--- config.mk ---
export PLATFORM = sky130hd
export DESIGN_NAME = vga_fb_arbiter_flat
export DESIGN_NICKNAME = d
export VERILOG_FILES = /design/src/rtl/vga_fb_pkg.sv /design/src/rtl/vga_fb_arbiter_if.sv /design/src/rtl/vga_fb_scan_addr.sv /design/src/rtl/vga_fb_arbiter.sv /design/src/flat_wrapper.sv
export SDC_FILE = /design/constraint.sdc
export NUM_CORES = 1
export LEC_CHECK = 0
export CAP_MARGIN = 5
export CORE_MARGIN = 3
export CORE_UTILIZATION = 35
export CTS_CLUSTER_DIAMETER = 200
export DETAILED_ROUTE_END_ITERATION = 6
export DONT_BUFFER_PORTS = 1
export GPL_TIMING_DRIVEN = 0
export PLACE_DENSITY = 0.55
export SYNTH_ARGS = -nofsm -noshare
export SYNTH_HDL_FRONTEND = slang
export SYNTH_SLANG_ARGS = --single-unit
--- constraint.sdc ---
create_clock -name clk_25mhz -period 7.2 [get_ports clk_25mhz]
set_input_delay 2.16 -clock clk_25mhz [delete_from_list [all_inputs] [get_ports clk_25mhz]]
set_output_delay 2.16 -clock clk_25mhz [all_outputs]
set_load 0.02 [all_outputs]
--- src/rtl/vga_fb_pkg.sv ---
`default_nettype none
// ============================================================================
//  Module   : vga_fb_pkg
//  Purpose  : 640x480 1-bpp framebuffer timing and sizing constants.
//  Revision : 1.0  initial release
// ============================================================================
package vga_fb_pkg;

    localparam int H_ACTIVE = 640;
    localparam int V_ACTIVE = 480;
    localparam int H_TOTAL  = 800;
    localparam int V_TOTAL  = 525;
    localparam int ADDR_W   = 15;

    localparam int WPL      = H_ACTIVE / 16;
    localparam int FB_WORDS = WPL * V_ACTIVE;

endpackage
`default_nettype wire

--- src/rtl/vga_fb_arbiter_if.sv ---
`default_nettype none
// ============================================================================
//  Module   : vga_fb_arbiter_if
//  Purpose  : Host valid/ready write (optionally read) port of the arbiter.
//             Read signals exist only when FB_HOST_READ_EN is defined.
//  Revision : 1.0  initial release
// ============================================================================
interface vga_fb_arbiter_if
    import vga_fb_pkg::*;
();

    logic              host_valid;
    logic              host_ready;
    logic [ADDR_W-1:0] host_addr;
    logic [15:0]       host_wdata;
`ifdef FB_HOST_READ_EN
    logic              host_we;
    logic              host_rvalid;
    logic [15:0]       host_rdata;

    modport master (
        output host_valid, host_addr, host_wdata, host_we,
        input  host_ready, host_rvalid, host_rdata
    );
    modport slave (
        input  host_valid, host_addr, host_wdata, host_we,
        output host_ready, host_rvalid, host_rdata
    );
`else
    modport master (
        output host_valid, host_addr, host_wdata,
        input  host_ready
    );
    modport slave (
        input  host_valid, host_addr, host_wdata,
        output host_ready
    );
`endif

endinterface
`default_nettype wire

--- src/rtl/vga_fb_scan_addr.sv ---
`default_nettype none
// ============================================================================
//  Module   : vga_fb_scan_addr
//  Purpose  : Decodes the scanout fetch slot from the timing counters and
//             tracks the word address of the current line's first group.
//  Revision : 1.0  initial release
// ============================================================================
module vga_fb_scan_addr
    import vga_fb_pkg::*;
(
    input  wire logic              clk,
    input  wire logic              rst,
    input  wire logic [9:0]        i_h_count,
    input  wire logic [9:0]        i_v_count,
    output logic                   o_scan_slot,
    output logic [ADDR_W-1:0]      o_scan_addr
);

    localparam logic [9:0]        c_H_SLOT_END  = 10'(H_ACTIVE - 2);
    localparam logic [9:0]        c_H_NEXT_SLOT = 10'(H_TOTAL - 2);
    localparam logic [9:0]        c_H_LAST      = 10'(H_TOTAL - 1);
    localparam logic [9:0]        c_V_ACTIVE    = 10'(V_ACTIVE);
    localparam logic [9:0]        c_V_ACT_LAST  = 10'(V_ACTIVE - 1);
    localparam logic [9:0]        c_V_LAST      = 10'(V_TOTAL - 1);
    localparam logic [ADDR_W-1:0] c_WPL         = ADDR_W'(WPL);

    logic [ADDR_W-1:0] r_line_base;
    logic              w_cur_slot;
    logic              w_next_slot;
    logic              w_v_last;
    logic [5:0]        w_group;

    assign w_v_last    = (i_v_count == c_V_LAST);
    assign w_cur_slot  = (i_h_count[3:0] == 4'd14) && (i_h_count < c_H_SLOT_END)
                         && (i_v_count < c_V_ACTIVE);
    assign w_next_slot = (i_h_count == c_H_NEXT_SLOT)
                         && (w_v_last || (i_v_count < c_V_ACT_LAST));
    // Slot sits two pixels before its group, so (h+2)/16 is simply h/16 + 1.
    assign w_group     = i_h_count[9:4] + 6'd1;

    always_comb begin
        o_scan_slot = 1'b0;
        o_scan_addr = r_line_base + ADDR_W'(w_group);
        if (w_cur_slot) begin
            o_scan_slot = 1'b1;
        end else if (w_next_slot) begin
            o_scan_slot = 1'b1;
            o_scan_addr = w_v_last ? '0 : (r_line_base + c_WPL);
        end
    end

    always_ff @(posedge clk) begin
        if (rst) begin
            r_line_base <= '0;
        end else if (i_h_count == c_H_LAST) begin
            if (w_v_last) begin
                r_line_base <= '0;
            end else if (i_v_count < c_V_ACT_LAST) begin
                r_line_base <= r_line_base + c_WPL;
            end
        end
    end

endmodule
`default_nettype wire

--- src/rtl/vga_fb_arbiter.sv ---
`default_nettype none
// ============================================================================
//  Module   : vga_fb_arbiter
//  Purpose  : Single-port video RAM arbiter: one scanout fetch per 16 pixels,
//             all other cycles granted to the host. FB_HOST_READ_EN adds reads.
//  Revision : 1.0  initial release
// ============================================================================
module vga_fb_arbiter
    import vga_fb_pkg::*;
(
    input  wire logic              clk_25mhz,
    input  wire logic              reset,
    input  wire logic [9:0]        h_count,
    input  wire logic [9:0]        v_count,
    output logic                   video,
    output logic [ADDR_W-1:0]      ram_addr,
    output logic                   ram_we,
    output logic [15:0]            ram_wdata,
    input  wire logic [15:0]       ram_rdata,
    vga_fb_arbiter_if.slave        host
);

    localparam logic [ADDR_W-1:0] c_FB_WORDS = ADDR_W'(FB_WORDS);
    localparam logic [9:0]        c_H_ACTIVE = 10'(H_ACTIVE);
    localparam logic [9:0]        c_V_ACTIVE = 10'(V_ACTIVE);

    logic              w_scan_slot;
    logic [ADDR_W-1:0] w_scan_addr;
    logic              w_accept;
    logic              w_in_range;
    logic              r_scan_d;
    logic [15:0]       r_shreg;

    vga_fb_scan_addr u_scan_addr (
        .clk         (clk_25mhz),
        .rst         (reset),
        .i_h_count   (h_count),
        .i_v_count   (v_count),
        .o_scan_slot (w_scan_slot),
        .o_scan_addr (w_scan_addr)
    );

    assign host.host_ready = !reset && !w_scan_slot;
    assign w_accept        = host.host_valid && host.host_ready;
    assign w_in_range      = (host.host_addr < c_FB_WORDS);
    assign ram_addr        = w_scan_slot ? w_scan_addr : host.host_addr;
    assign ram_wdata       = host.host_wdata;

`ifdef FB_HOST_READ_EN
    logic r_host_rvalid;
    logic r_rd_oob;

    assign ram_we           = w_accept && w_in_range && host.host_we;
    assign host.host_rvalid = r_host_rvalid;
    // Out-of-range reads still occupy the RAM cycle; their data is masked.
    assign host.host_rdata  = r_rd_oob ? 16'h0000 : ram_rdata;

    always_ff @(posedge clk_25mhz) begin
        if (reset) begin
            r_host_rvalid <= 1'b0;
            r_rd_oob      <= 1'b0;
        end else begin
            r_host_rvalid <= w_accept && !host.host_we;
            r_rd_oob      <= !w_in_range;
        end
    end
`else
    assign ram_we = w_accept && w_in_range;
`endif

    // RAM data arrives one cycle after the slot; load it then, shift otherwise.
    always_ff @(posedge clk_25mhz) begin
        if (reset) begin
            r_scan_d <= 1'b0;
            r_shreg  <= 16'h0000;
        end else begin
            r_scan_d <= w_scan_slot;
            if (r_scan_d) begin
                r_shreg <= ram_rdata;
            end else begin
                r_shreg <= {r_shreg[14:0], 1'b0};
            end
        end
    end

    assign video = r_shreg[15] && (h_count < c_H_ACTIVE) && (v_count < c_V_ACTIVE);

endmodule
`default_nettype wire

--- src/flat_wrapper.sv ---
// flat-port wrapper written by rule: the top's interface ports become plain ports
module vga_fb_arbiter_flat import vga_fb_pkg::*;
  (clk_25mhz, reset, h_count, v_count, video, ram_addr, ram_we, ram_wdata, ram_rdata, host_host_valid, host_host_addr, host_host_wdata, host_host_ready);
  vga_fb_arbiter_if host_i ();
  input  wire logic clk_25mhz;
  input  wire logic reset;
  input  wire logic [9:0] h_count;
  input  wire logic [9:0] v_count;
  output logic video;
  output logic [ADDR_W-1:0] ram_addr;
  output logic ram_we;
  output logic [15:0] ram_wdata;
  input  wire logic [15:0] ram_rdata;
  input wire logic [$bits(host_i.host_valid)-1:0] host_host_valid;
  input wire logic [$bits(host_i.host_addr)-1:0] host_host_addr;
  input wire logic [$bits(host_i.host_wdata)-1:0] host_host_wdata;
  output wire logic [$bits(host_i.host_ready)-1:0] host_host_ready;
  assign host_i.host_valid = host_host_valid;
  assign host_i.host_addr = host_host_addr;
  assign host_i.host_wdata = host_host_wdata;
  assign host_host_ready = host_i.host_ready;
  vga_fb_arbiter u_core (.clk_25mhz(clk_25mhz), .reset(reset), .h_count(h_count), .v_count(v_count), .video(video), .ram_addr(ram_addr), .ram_we(ram_we), .ram_wdata(ram_wdata), .ram_rdata(ram_rdata), .host(host_i));
endmodule
==> impl_metrics.csv <==
group,metric,value,unit
cts,cts_resized,0,
global_routing,grt_pass1_vias,2025,
place,place_congestion,0.888,
timing,worst_pin_slew,0.644,ns
yosys,yosys_register_bits,32,
yosys,ys.warnings.count,0,
floorplan,die_w,88.9,µm
timing,clock_skew,0.0131,ns
cts,clkSlewWorstSetupHoldPaths,0.07,ns
power,pwr-share-clk,0.427,
timing,slew_headroom,0.570,
power,powerDensity,152,mW/mm²
power,switching_share,0.247,
yosys,yosysUniqueCellTypes,51,
cts,htreeDepth,2,
final_layout,areaGrowthSynthToFinish,8.47,%
run,drv_cap,0,
cts,cts_tree,"done",
yosys,synth_top_family_by_area,"simple AND/OR/NAND/NOR gates",
power,power_frac_seq,0.446,
floorplan,die_area,0.00791,mm²
floorplan,row_count,29,
timing,period_minus_slack,6.66,ns
floorplan,io_pins,104,
yosys,syn_area_per_cell,8.36,µm²
floorplan,fp.coreArea,0.00649,mm²
min_path,hp-class,"reg -> reg",
place,hpwl,4830,µm
floorplan,die_h,88.9,µm
cts,cts_made_buffers,5,
yosys,synthFlopType,"dfxtp_1",
worst_setup_path,end_kind,"output port",
yosys,synth-edff-count,0,
final_layout,final_cells,373,
cts,clockBufferDepth,2,
cts,postCtsSetupBuffers,0,
global_routing,antenna_found_initial,0,
cts,clock_latency,0.28,ns
yosys,synth_area,0.00241,mm²
worst_setup_path,r2r_end,"u_core.u_scan_addr.r_line_base[13]",
cts,cts_root_buf,"clkbuf_8",
timing,rsz0062_at_grt,"no",
yosys,synth_xor_area_frac,0.0910,
power,p_switching,0.0982,mW
drt,drt_first_iter_violations,105,
status,status,"complete, no violations",
cts,postCtsHoldBufs,0,
power,ir_worst_vdd,0.111,mV
drt,drc_errors,0,
global_routing,grt.total_usage,0.156,
min_path,holdPathStages,2,
worst_setup_path,required,5.04,ns
drt,wire_per_inst,16.4,µm
place,placed_cells_incl_taps,365,
timing,setup_violations,0,
place,numPortBuffers,0,
yosys,yosysTopAreaCell,"dfxtp_1",
timing,achievable-frequency,0.150,GHz
power,power.internal,0.299,mW
worst_setup_path,ff2ff_setup_slack,5.29,ns
final_layout,fin_util,0.402,
drt,vias,2049,
global_routing,grt_overflow_total,0,
final_layout,multi_input_area,0.00156,mm²
worst_setup_path,crit_type,"in -> out",
floorplan,start_util,0.371,
worst_setup_path,startpoint_type,"primary input",
cts,cts_num_sinks,32,
yosys,yosysSeqAreaShare,0.266,
drt,finalWirelength,6130,µm
worst_setup_path,rr_worst_depth,7,
worst_setup_path,crit_arrival,4.50,ns
global_routing,grt_max_degree,11,
yosys,muxShareOfSynthArea,0.109,
yosys,async_flop_share,0,
power,combinationalPowerShare,0.127,
yosys,synth-simple-area-share,0.233,
final_layout,layout-drive-gt1-share,0.115,
timing,hold_ws,0.464,ns
yosys,synth_cells,288,
yosys,synth_adder_area_share,0.0655,
final_layout,finalNetCount,377,
final_layout,regArea,641,µm²
yosys,synth_nets,370,
global_routing,grt_pass1_wl,9610,µm
yosys,synth_top_cell_area_share,0.266,
timing,tns,0,ns
timing,post-route-period-util,0.926,
worst_setup_path,critPathMaxFanout,5,
worst_setup_path,r2r-start,"u_core.u_scan_addr.r_line_base[3]",
drt,drtAntennaViolNets,0,
drt,via_per_inst,5.49,
min_path,hold_end,"u_core.r_shreg[14]",
power,p_leak,1.02,nW
drt,drt_pass1_iterations,4,
yosys,synth-compound-area-share,0.149,
timing,maxSlewViolCount,0,
min_path,min_from,"u_core.r_shreg[13]",
timing,hold_viol,0,
yosys,synth_area_leaders,"dfxtp_1 27%, mux2i_1 10%, xnor2_1 6.9%",
final_layout,n_fill_cell,693,
final_layout,antenna_cells,0,
[flip-flops by register name, summed over array words and instances (netlist names)]
register	count
u_core.r_shreg	16
u_core.r_scan_d	1
u_core.u_scan_addr.r_line_base	15
[cells in the final DEF (no fill, tap or decap), types with 3 or more instances in the layout]
| cell type | instances |
|---|---|
| a22oi_1 | 4 |
| o21ai_0 | 6 |
| dfxtp_1 | 32 |
| xnor2_1 | 19 |
| nor2_1 | 43 |
| nor4_1 | 3 |
| nand3_1 | 7 |
| buf_4 | 16 |
| clkbuf_1 | 8 |
| nor2b_1 | 3 |
| nand2_1 | 16 |
| nor3_1 | 5 |
| xor2_1 | 6 |
| and3_1 | 7 |
| ha_1 | 11 |
| mux2i_1 | 25 |
| a21oi_1 | 12 |
| nand4_1 | 6 |
| o21ai_1 | 5 |
| clkbuf_8 | 5 |
| and2_1 | 5 |
| a21o_1 | 3 |
| inv_1 | 9 |
| a221o_1 | 5 |
[routing by layer]
layer	wire length, µm	track usage	part of all wire	vias to the layer above
met5	0	0	0	-
met4	79	0.0447	0.013	0
met3	618	0.0442	0.10	4
met2	2710	0.254	0.44	85
met1	2720	0.203	0.44	940
li1	-	-	-	1020
[cells by family after synthesis]
kind of cell,Yosys count
buffers and inverters,37
AOI/OAI and AO/OA,50
muxes,26
DFF,32
adders and majority gates,12
xor gates and xnor gates,25
and+or+nand+nor,106
[Yosys cell counts, drive strengths merged (2+ instances only)]
library cell / count
ha: 11
inv: 9
nor4: 5
and3: 7
or3: 2
a211o: 2
nor3: 5
xor2: 6
o211ai: 2
nand2: 16
a22oi: 4
a21oi: 13
xnor2: 19
a221o: 5
and2: 5
o221ai: 2
buf: 21
dfxtp: 32
nor2b: 3
nand3: 7
clkbuf: 7
o21ai: 11
a21o: 3
mux2i: 25
nor2: 43
nand4: 7
[stage by stage]
stage	setup slack [ns]	total power, mW	instance area, µm²
floorplan	0.901	0.226	2410
global route	0.339	0.417	2610
detailed placement	0.547	0.233	2500
CTS	0.544	0.405	2610
global placement	0.559	0.232	2500
finish	0.535	0.398	2610
[worst max-delay path: stages]
cell and delay [ns]:
ha_1 0.22, xor2_1 0.23, ha_1 0.30, a21oi_1 0.16, nand2_1 0.12, a221oi_1 0.56
nor2_1 0.11, xnor2_1 0.15, o221ai_1 0.50
[final cells by class]
cell class	count	area share
multi-input combinational	219	0.597
sequential	32	0.245
buffer	28	0.0671
tap	77	0.0369
clock buffer	6	0.0278
clock inverter	2	0.0134
inverter	9	0.0129
[worst max-delay path by stage]
stage                     from  slack, ns           to  depth (start not counted)
floorplan           h_count[4]       0.90  ram_addr[7]                          9
global placement    h_count[4]       0.56  ram_addr[7]                          9
detailed placement  h_count[4]       0.55  ram_addr[7]                          9
CTS                 h_count[4]       0.54  ram_addr[7]                          9
global route        h_count[4]       0.34  ram_addr[7]                          9
finish              h_count[4]       0.54  ram_addr[7]                          9
[power by group through the flow]
stage	Clock [mW]	Combinational, mW	Sequential [mW]
finish	0.170	0.0505	0.177
global route	0.185	0.0552	0.177
CTS	0.176	0.0511	0.177
detailed placement	0	0.0509	0.182
global placement	0	0.0507	0.182
floorplan	0	0.0448	0.182
Note: power is estimated with default switching activity, not from simulation.
